[config.mk]
export PLATFORM = sky130hd
export DESIGN_NAME = lsu_ahb_adapter_flat
export DESIGN_NICKNAME = d
export VERILOG_FILES = /design/src/rtl/lsu_ahb_adapter_pkg.sv /design/src/rtl/lsu_ahb_adapter_if.sv /design/src/rtl/lsu_ahb_adapter_lane_unit.sv /design/src/rtl/lsu_ahb_adapter.sv /design/src/flat_wrapper.sv
export SDC_FILE = /design/constraint.sdc
export NUM_CORES = 1
export LEC_CHECK = 0
export BUFFER_PORTS_ARGS = -buffer_cell sky130_fd_sc_hd__buf_4
export CAP_MARGIN = 10
export CORE_UTILIZATION = 30
export DETAILED_ROUTE_END_ITERATION = 6
export GPL_TIMING_DRIVEN = 0
export PLACE_DENSITY_LB_ADDON = 0.1
export SLEW_MARGIN = 20
export SYNTH_ARGS = -nofsm -noshare
export SYNTH_HDL_FRONTEND = slang
export SYNTH_HIERARCHICAL = 1
export SYNTH_SLANG_ARGS = --single-unit
[constraint.sdc]
create_clock -name clk -period 5.9 [get_ports clk]
set_input_delay 0.295 -clock clk [delete_from_list [all_inputs] [get_ports clk]]
set_output_delay 0.295 -clock clk [all_outputs]
set_load 0.02 [all_outputs]
[src/rtl/lsu_ahb_adapter_pkg.sv]
// -----------------------------------------------------------------------------
// lsu_ahb_adapter_pkg
//   Shared definitions for the LSU-to-AHB word-port adapter:
//   - LSU access size encodings (byte / half / word / illegal)
//   - adapter FSM state enum
//   - default bus-wait timeout and counter width
//   - lsu_access_bad(): size/alignment legality check for an LSU request
// -----------------------------------------------------------------------------
package lsu_ahb_adapter_pkg;

    localparam logic [1:0] LSU_SIZE_B = 2'd0;
    localparam logic [1:0] LSU_SIZE_H = 2'd1;
    localparam logic [1:0] LSU_SIZE_W = 2'd2;
    localparam logic [1:0] LSU_SIZE_X = 2'd3;

    localparam int unsigned TIMEOUT_DEFAULT = 1023;
    localparam int unsigned TO_W_DEFAULT    = 10;

    typedef enum logic [2:0] {
        ST_IDLE    = 3'd0,
        ST_RD_REQ  = 3'd1,
        ST_RD_WAIT = 3'd2,
        ST_WR_REQ  = 3'd3,
        ST_WR_WAIT = 3'd4,
        ST_RSP     = 3'd5
    } adapter_state_e;

    // An access is rejected when its size is illegal or it is not naturally
    // aligned for that size.
    function automatic logic lsu_access_bad(input logic [1:0] size,
                                            input logic [1:0] addr_lo);
        logic bad;
        case (size)
            LSU_SIZE_B: bad = 1'b0;
            LSU_SIZE_H: bad = addr_lo[0];
            LSU_SIZE_W: bad = |addr_lo;
            default:    bad = 1'b1;
        endcase
        return bad;
    endfunction

endpackage

[src/rtl/lsu_ahb_adapter_if.sv]
// -----------------------------------------------------------------------------
// lsu_ahb_adapter_if
//   Handshake bundles around the adapter.
//   lsu_if  : core LSU request/response channel.
//             master = LSU, slave = adapter.
//   ahbm_if : word-access request/response channel into the AHB subsystem.
//             master = adapter, slave = AHB fabric.
//   Each request and response channel is a valid/ready pair; a transfer
//   happens on a clock edge where both are high.
// -----------------------------------------------------------------------------
interface lsu_if;
    logic        req_vld;
    logic        req_rdy;
    logic        req_wen;
    logic [1:0]  req_size;
    logic        req_unsigned;
    logic [31:0] req_addr;
    logic [31:0] req_wdata;
    logic        rsp_vld;
    logic        rsp_rdy;
    logic [31:0] rsp_rdata;
    logic        rsp_err;

    modport master (
        output req_vld, req_wen, req_size, req_unsigned, req_addr, req_wdata,
        output rsp_rdy,
        input  req_rdy, rsp_vld, rsp_rdata, rsp_err
    );

    modport slave (
        input  req_vld, req_wen, req_size, req_unsigned, req_addr, req_wdata,
        input  rsp_rdy,
        output req_rdy, rsp_vld, rsp_rdata, rsp_err
    );
endinterface

interface ahbm_if;
    logic        req_vld;
    logic        req_rdy;
    logic        req_wen;
    logic        req_rwtyp;
    logic [31:0] req_addr;
    logic [31:0] req_wdata;
    logic        rsp_vld;
    logic        rsp_rdy;
    logic [31:0] rsp_rdata;

    modport master (
        output req_vld, req_wen, req_rwtyp, req_addr, req_wdata, rsp_rdy,
        input  req_rdy, rsp_vld, rsp_rdata
    );

    modport slave (
        input  req_vld, req_wen, req_rwtyp, req_addr, req_wdata, rsp_rdy,
        output req_rdy, rsp_vld, rsp_rdata
    );
endinterface

[src/rtl/lsu_ahb_adapter_lane_unit.sv]
// -----------------------------------------------------------------------------
// lsu_lane_unit
//   Purely combinational lane logic for sub-word accesses.
//   Ports:
//     size        in  2   access size (byte / half / word)
//     is_unsigned in  1   zero-extend instead of sign-extend loads
//     byte_off    in  2   addr[1:0] of the access
//     bus_word    in  32  full word read from the bus
//     st_data     in  32  right-aligned store data
//     ld_data     out 32  selected lane, extended to 32 bits
//     st_word     out 32  bus_word with the addressed lane replaced by st_data
// -----------------------------------------------------------------------------
module lsu_lane_unit
    import lsu_ahb_adapter_pkg::*;
(
    input  logic [1:0]  size,
    input  logic        is_unsigned,
    input  logic [1:0]  byte_off,
    input  logic [31:0] bus_word,
    input  logic [31:0] st_data,
    output logic [31:0] ld_data,
    output logic [31:0] st_word
);

    logic [7:0]  ld_byte;
    logic [15:0] ld_half;

    always_comb begin
        ld_byte = bus_word[7:0];
        case (byte_off)
            2'd0: ld_byte = bus_word[7:0];
            2'd1: ld_byte = bus_word[15:8];
            2'd2: ld_byte = bus_word[23:16];
            2'd3: ld_byte = bus_word[31:24];
        endcase
        // Halfwords are 2-byte aligned, so only addr[1] picks the lane.
        ld_half = byte_off[1] ? bus_word[31:16] : bus_word[15:0];

        case (size)
            LSU_SIZE_B: ld_data = {{24{~is_unsigned & ld_byte[7]}}, ld_byte};
            LSU_SIZE_H: ld_data = {{16{~is_unsigned & ld_half[15]}}, ld_half};
            default:    ld_data = bus_word;
        endcase

        st_word = bus_word;
        case (size)
            LSU_SIZE_B: begin
                case (byte_off)
                    2'd0: st_word[7:0]   = st_data[7:0];
                    2'd1: st_word[15:8]  = st_data[7:0];
                    2'd2: st_word[23:16] = st_data[7:0];
                    2'd3: st_word[31:24] = st_data[7:0];
                endcase
            end
            LSU_SIZE_H: begin
                if (byte_off[1]) begin
                    st_word[31:16] = st_data[15:0];
                end else begin
                    st_word[15:0] = st_data[15:0];
                end
            end
            default: st_word = st_data;
        endcase
    end

endmodule

[src/rtl/lsu_ahb_adapter.sv]
// -----------------------------------------------------------------------------
// lsu_ahb_adapter
//   Converts RISC-V byte/half/word loads and stores from the core LSU into
//   word-aligned transactions on the ahbm_lsu_* word port. Sub-word loads are
//   lane-extracted and extended; sub-word stores are read-modify-write.
//   Misaligned or illegal-size requests are answered with an error and no bus
//   traffic. Every bus wait is bounded by TIMEOUT cycles (0 = unbounded).
//   Ports:
//     clk   in   system clock
//     rstn  in   asynchronous active-low reset
//     lsu   slave  modport of lsu_if  (LSU request / response)
//     ahbm  master modport of ahbm_if (bus request / response)
//   Parameters:
//     TIMEOUT  max wait cycles for a bus response, 0 disables the timeout
//     TO_W     timeout counter width, 2**TO_W > TIMEOUT
// -----------------------------------------------------------------------------
module lsu_ahb_adapter
    import lsu_ahb_adapter_pkg::*;
#(
    parameter int unsigned TIMEOUT = TIMEOUT_DEFAULT,
    parameter int unsigned TO_W    = TO_W_DEFAULT
) (
    input  logic   clk,
    input  logic   rstn,
    lsu_if.slave   lsu,
    ahbm_if.master ahbm
);

    localparam bit            TO_EN   = (TIMEOUT != 0);
    // The timeout fires at the end of the TIMEOUT-th cycle spent in a wait
    // state; the counter holds 0 in the first wait cycle.
    localparam logic [TO_W-1:0] TO_LAST = TO_W'((TIMEOUT == 0) ? 0 : TIMEOUT - 1);

    adapter_state_e  state_q, state_d;
    logic            drain_q, drain_d;
    logic            wen_q, wen_d;
    logic [1:0]      size_q, size_d;
    logic            uns_q, uns_d;
    logic [31:0]     addr_q, addr_d;
    logic [31:0]     wdata_q, wdata_d;
    logic [31:0]     rdata_q, rdata_d;
    logic            err_q, err_d;
    logic [TO_W-1:0] cnt_q, cnt_d;

    logic            req_rdy;
    logic            in_wait;
    logic            to_fire;
    logic [31:0]     ld_data;
    logic [31:0]     st_word;

    assign req_rdy = (state_q == ST_IDLE) && !drain_q;
    assign in_wait = (state_q == ST_RD_WAIT) || (state_q == ST_WR_WAIT);
    assign to_fire = TO_EN && (cnt_q == TO_LAST);

    lsu_lane_unit u_lane (
        .size        (size_q),
        .is_unsigned (uns_q),
        .byte_off    (addr_q[1:0]),
        .bus_word    (ahbm.rsp_rdata),
        .st_data     (wdata_q),
        .ld_data     (ld_data),
        .st_word     (st_word)
    );

    // Next-state, datapath capture and timeout counter
    always_comb begin
        state_d = state_q;
        drain_d = drain_q;
        wen_d   = wen_q;
        size_d  = size_q;
        uns_d   = uns_q;
        addr_d  = addr_q;
        wdata_d = wdata_q;
        rdata_d = rdata_q;
        err_d   = err_q;
        // Counter is zero outside the wait states, so each wait starts at 0.
        cnt_d   = '0;

        // A late bus response after a timeout is swallowed here.
        if (drain_q && ahbm.rsp_vld) begin
            drain_d = 1'b0;
        end

        case (state_q)
            ST_IDLE: begin
                if (lsu.req_vld && req_rdy) begin
                    wen_d   = lsu.req_wen;
                    size_d  = lsu.req_size;
                    uns_d   = lsu.req_unsigned;
                    addr_d  = lsu.req_addr;
                    wdata_d = lsu.req_wdata;
                    rdata_d = '0;
                    err_d   = 1'b0;
                    if (lsu_access_bad(lsu.req_size, lsu.req_addr[1:0])) begin
                        err_d   = 1'b1;
                        state_d = ST_RSP;
                    end else if (lsu.req_wen && (lsu.req_size == LSU_SIZE_W)) begin
                        state_d = ST_WR_REQ;
                    end else begin
                        // Loads and sub-word stores both start with a read.
                        state_d = ST_RD_REQ;
                    end
                end
            end

            ST_RD_REQ: begin
                if (ahbm.req_rdy) begin
                    state_d = ST_RD_WAIT;
                end
            end

            ST_WR_REQ: begin
                if (ahbm.req_rdy) begin
                    state_d = ST_WR_WAIT;
                end
            end

            ST_RD_WAIT: begin
                cnt_d = cnt_q + 1'b1;
                // A response in the timeout cycle still wins.
                if (ahbm.rsp_vld) begin
                    if (wen_q) begin
                        wdata_d = st_word;
                        state_d = ST_WR_REQ;
                    end else begin
                        rdata_d = ld_data;
                        state_d = ST_RSP;
                    end
                end else if (to_fire) begin
                    err_d   = 1'b1;
                    drain_d = 1'b1;
                    state_d = ST_RSP;
                end
            end

            ST_WR_WAIT: begin
                cnt_d = cnt_q + 1'b1;
                if (ahbm.rsp_vld) begin
                    rdata_d = '0;
                    state_d = ST_RSP;
                end else if (to_fire) begin
                    err_d   = 1'b1;
                    drain_d = 1'b1;
                    state_d = ST_RSP;
                end
            end

            ST_RSP: begin
                if (lsu.rsp_rdy) begin
                    rdata_d = '0;
                    err_d   = 1'b0;
                    state_d = ST_IDLE;
                end
            end

            default: begin
                state_d = ST_IDLE;
            end
        endcase
    end

    // State and datapath registers
    always_ff @(posedge clk or negedge rstn) begin
        if (!rstn) begin
            state_q <= ST_IDLE;
            drain_q <= 1'b0;
            wen_q   <= 1'b0;
            size_q  <= LSU_SIZE_B;
            uns_q   <= 1'b0;
            addr_q  <= '0;
            wdata_q <= '0;
            rdata_q <= '0;
            err_q   <= 1'b0;
            cnt_q   <= '0;
        end else begin
            state_q <= state_d;
            drain_q <= drain_d;
            wen_q   <= wen_d;
            size_q  <= size_d;
            uns_q   <= uns_d;
            addr_q  <= addr_d;
            wdata_q <= wdata_d;
            rdata_q <= rdata_d;
            err_q   <= err_d;
            cnt_q   <= cnt_d;
        end
    end

    // Outputs, all decoded from registers
    assign lsu.req_rdy   = req_rdy;
    assign lsu.rsp_vld   = (state_q == ST_RSP);
    assign lsu.rsp_rdata = rdata_q;
    assign lsu.rsp_err   = err_q;

    assign ahbm.req_vld   = (state_q == ST_RD_REQ) || (state_q == ST_WR_REQ);
    assign ahbm.req_wen   = (state_q == ST_WR_REQ);
    assign ahbm.req_rwtyp = 1'b1;
    assign ahbm.req_addr  = {addr_q[31:2], 2'b00};
    assign ahbm.req_wdata = wdata_q;
    assign ahbm.rsp_rdy   = in_wait || drain_q;

`ifndef SYNTHESIS
    // The fabric may only respond while a response is expected.
    rsp_in_window_a : assert property (@(posedge clk) disable iff (!rstn)
        ahbm.rsp_vld |-> (in_wait || drain_q));
`endif

endmodule

[src/flat_wrapper.sv]
// flat-port wrapper written by rule: the top's interface ports become plain ports
module lsu_ahb_adapter_flat import lsu_ahb_adapter_pkg::*;
#(
    parameter int unsigned TIMEOUT = TIMEOUT_DEFAULT,
    parameter int unsigned TO_W    = TO_W_DEFAULT
)
  (clk, rstn, lsu_req_vld, lsu_req_wen, lsu_req_size, lsu_req_unsigned, lsu_req_addr, lsu_req_wdata, lsu_rsp_rdy, lsu_req_rdy, lsu_rsp_vld, lsu_rsp_rdata, lsu_rsp_err, ahbm_req_vld, ahbm_req_wen, ahbm_req_rwtyp, ahbm_req_addr, ahbm_req_wdata, ahbm_rsp_rdy, ahbm_req_rdy, ahbm_rsp_vld, ahbm_rsp_rdata);
  lsu_if lsu_i ();
  ahbm_if ahbm_i ();
  input  logic clk;
  input  logic rstn;
  input wire logic [$bits(lsu_i.req_vld)-1:0] lsu_req_vld;
  input wire logic [$bits(lsu_i.req_wen)-1:0] lsu_req_wen;
  input wire logic [$bits(lsu_i.req_size)-1:0] lsu_req_size;
  input wire logic [$bits(lsu_i.req_unsigned)-1:0] lsu_req_unsigned;
  input wire logic [$bits(lsu_i.req_addr)-1:0] lsu_req_addr;
  input wire logic [$bits(lsu_i.req_wdata)-1:0] lsu_req_wdata;
  input wire logic [$bits(lsu_i.rsp_rdy)-1:0] lsu_rsp_rdy;
  output wire logic [$bits(lsu_i.req_rdy)-1:0] lsu_req_rdy;
  output wire logic [$bits(lsu_i.rsp_vld)-1:0] lsu_rsp_vld;
  output wire logic [$bits(lsu_i.rsp_rdata)-1:0] lsu_rsp_rdata;
  output wire logic [$bits(lsu_i.rsp_err)-1:0] lsu_rsp_err;
  output wire logic [$bits(ahbm_i.req_vld)-1:0] ahbm_req_vld;
  output wire logic [$bits(ahbm_i.req_wen)-1:0] ahbm_req_wen;
  output wire logic [$bits(ahbm_i.req_rwtyp)-1:0] ahbm_req_rwtyp;
  output wire logic [$bits(ahbm_i.req_addr)-1:0] ahbm_req_addr;
  output wire logic [$bits(ahbm_i.req_wdata)-1:0] ahbm_req_wdata;
  output wire logic [$bits(ahbm_i.rsp_rdy)-1:0] ahbm_rsp_rdy;
  input wire logic [$bits(ahbm_i.req_rdy)-1:0] ahbm_req_rdy;
  input wire logic [$bits(ahbm_i.rsp_vld)-1:0] ahbm_rsp_vld;
  input wire logic [$bits(ahbm_i.rsp_rdata)-1:0] ahbm_rsp_rdata;
  assign lsu_i.req_vld = lsu_req_vld;
  assign lsu_i.req_wen = lsu_req_wen;
  assign lsu_i.req_size = lsu_req_size;
  assign lsu_i.req_unsigned = lsu_req_unsigned;
  assign lsu_i.req_addr = lsu_req_addr;
  assign lsu_i.req_wdata = lsu_req_wdata;
  assign lsu_i.rsp_rdy = lsu_rsp_rdy;
  assign lsu_req_rdy = lsu_i.req_rdy;
  assign lsu_rsp_vld = lsu_i.rsp_vld;
  assign lsu_rsp_rdata = lsu_i.rsp_rdata;
  assign lsu_rsp_err = lsu_i.rsp_err;
  assign ahbm_req_vld = ahbm_i.req_vld;
  assign ahbm_req_wen = ahbm_i.req_wen;
  assign ahbm_req_rwtyp = ahbm_i.req_rwtyp;
  assign ahbm_req_addr = ahbm_i.req_addr;
  assign ahbm_req_wdata = ahbm_i.req_wdata;
  assign ahbm_rsp_rdy = ahbm_i.rsp_rdy;
  assign ahbm_i.req_rdy = ahbm_req_rdy;
  assign ahbm_i.rsp_vld = ahbm_rsp_vld;
  assign ahbm_i.rsp_rdata = ahbm_rsp_rdata;
  lsu_ahb_adapter #(.TIMEOUT(TIMEOUT), .TO_W(TO_W)) u_core (.clk(clk), .rstn(rstn), .lsu(lsu_i), .ahbm(ahbm_i));
endmodule
==> metrics.md <==
| Metric | Value |
|---|---|
| Power per cell area | `566 nW/um2` |
| Die area | `24700 um2` |
| Post-Synthesis Cells | `677` |
| Total power | `5.55 mW` |
| Total GRT Usage | `19.2%` |
| Worst slew pin tran | `822 ps` |
| Count of final setup violators | `0` |
| Adder-Cell Fraction of Synth Area | `0.347%` |
| Synth top cells by count | `dfrtp_1, mux2_2, mux2i_1, nand2_1, buf_4` |
| CP Capture Type | `register` |
| Final Max Tran Viols | `0` |
| Residual DRC count | `0` |
| Seq cells post-synth | `115` |
| Clock latency on the worst-skew pair | `420 ps` |
| Register area share after synthesis | `39.9%` |
| CTS Buf Count | `17` |
| Largest family of logic cells by synthesized area | `multiplexers` |
| Leading area contributor after synthesis | `dfrtp_1` |
| Setup Total Neg Slack | `0 ps` |
| Compound-Gate Fraction of Synth Area | `9.02%` |
| # Max-Cap Violations | `0` |
| Worst hold stages | `2` |
| Via density | `4.77` |
| Pleak | `4.67 nW` |
| Top-Level Pins | `209` |
| Die height | `157 um` |
| Top post-synthesis cells by area | `dfrtp_1, mux2_2, mux2i_1` |
| Slew headroom | `45.2%` |
| Routability cong. | `0.843` |
| Core box area | `23500 um2` |
| Worst-path maximum fanout | `10` |
| First-pass GRT wire length | `35300 um` |
| WP data required | `6200 ps` |
| Tcrit/Tclk final | `40.1%` |
| Number of clock sinks | `115` |
| Via count | `5891` |
| Yosys cell types | `66` |
| Layout cell share with drive strength beyond 1 | `46.3%` |
| RSZ-0062 raised after global routing | `no` |
| Cell Area, Synth | `7210 um2` |
| Post-CTS setup buffer count | `0` |
| Hold Crit Class | `input pin to register` |
| Most used DFF post-synth | `dfrtp_1` |
| DRT Wirelength | `23200 um` |
| FFs w/ async S/R, synth | `100%` |
| Setup CP Type | `register to register` |
| First-pass detailed-route iteration total | `7` |
| CTS clock-pin slew for the worst setup and hold paths | `60 ps` |
| Antenna viol nets, final | `0` |
| FMAX | `423 MHz` |
| Mux cell area share after synthesis | `27.9%` |
| CP Data Arrival Time | `2670 ps` |
| Min Tclk post-route | `2370 ps` |
| Yosys warns | `6` |
| Post-synthesis xor/xnor area fraction | `0.971%` |
| Final net count | `1012` |
| Post-synth EDFFs | `0` |
| Fin Clk Skew | `10.2 ps` |
| Area Overhead vs Synth | `36.0%` |
| H-tree Lvls | `4` |
| Worst reg2reg path depth | `7` |
| CTS tree | `done` |
| Cell with the most instances after synthesis | `dfrtp_1` |
| Port-buffer cells | `205` |
| Initial drt markers | `190` |
| Status | `complete, no violations` |
| Top cell type's share of synthesized area | `39.9%` |
| Drt wl/cell | `18.8 um` |
| Syn_area_per_cell | `10.7 um2` |
| Initial antenna violation count | `0` |
| Final Hold Vio Count | `0` |
| Simple-Gate Fraction of Synth Area | `12.8%` |
| Vias in the first global route | `6032` |
| Starting Density | `30.6%` |
| Root buffer cell | `clkbuf_16` |
| HPWL Detailed | `17500 um` |
| Clock buffer depth | `2` |
| Startpoint Class | `register` |
| Die W | `157 um` |
| GR Overflow Total | `0` |
| ANT cells | `0` |
| Max VDD drop | `0.000214 V` |
| Largest net degree at the start of global routing | `77` |
| Row cnt | `56` |
repair_timing:
action	in CTS	in global routing
hold buffers	1	0
gates resized for setup	0	0
hold endpoints to repair	39	0
through the flow:
step                      area, um2  util [%]  hold WS (ps)  instances  worst slack, ps
final                          9810      41.7          98.7       1236             3530
after global routing           9810      41.7          87.9       1236             3430
after CTS                      9810      41.7          86.6       1236             3480
after detailed placement       9190      39.0           206       1203             3520
after global placement         9160      38.9           488       1202             3540
after floorplan                7220         -        -0.591        678             3850
critical path, stage by stage (launching register included):
cell and delay, ps:
dfrtp_1 360, buf_6 150, nand2b_1 120, buf_1 310, clkbuf_1 500, o221ai_1 230, mux2_2 290, mux2_1 280
cell type report:
type / count / area, um2
flip-flops and latches: 115 / 2880
plain buffers: 78 / 512
inverters: 36 / 135
well taps: 319 / 399
clock inverters: 15 / 180
multi-input cells: 449 / 3700
fillers: 2412 / 13700
clock buffers: 17 / 425
repair buffers: 207 / 1580
power by group:
group	switching [mW]	internal (mW)
clock	0.407	0.666
combinational	1.60	1.49
sequential	0.280	1.11
sequential cells by signal, summed over array words and instances, names as in the netlist:
register / cells
u_core/addr_q: 32
u_core/ahbm.req_wdata: 32
u_core/lsu.rsp_rdata: 32
u_core/cnt_q: 10
u_core/state_q: 3
u_core/size_q: 2
u_core/drain_q: 1
u_core/lsu.rsp_err: 1
u_core/uns_q: 1
u_core/wen_q: 1
logic make-up after synthesis:
kind of cell             count (synthesis)
buffers and inverters                  114
AND/OR/NAND/NOR                        173
other                                    2
XOR/XNOR                                 8
AO/OA/AOI/OAI                           77
adder cells (fa/ha/maj)                  2
flip-flops                             115
multiplexers                           186
cell usage in the layout (no fill, tap or decap), types with 6 or more instances in the layout:
cell,count
a21oi_1,7
a221o_1,17
and2_1,9
buf_2,13
buf_4,245
clkbuf_1,17
clkbuf_16,17
clkinvlp_4,6
dfrtp_1,115
inv_1,35
mux2_1,11
mux2_2,100
mux2i_1,74
nand2_1,72
nand3_1,18
nand3_2,10
nor2_1,19
nor2b_1,7
o21ai_0,8
o221ai_1,16
xor2_1,6
metal layers:
layer	GRT usage, %	wire, um
met1	25.7	10800
met2	30.8	10700
met3	4.90	1580
met4	4.90	225
met5	0	0
final timing paths:
path	startpoint	endpoint	slack (ps)
max	u_core/size_q[1]	u_core/ahbm.req_wdata[27]	3530
min	lsu_req_addr[2]	u_core/addr_q[2]	100
max reg2reg	u_core/size_q[1]	u_core/ahbm.req_wdata[27]	3530
min reg2reg	u_core/addr_q[0]	u_core/addr_q[0]	500
max in group asynchronous	rstn	u_core/addr_q[21]	4850
min in group asynchronous	rstn	u_core/addr_q[27]	350
(Power assumes the default switching activity.)
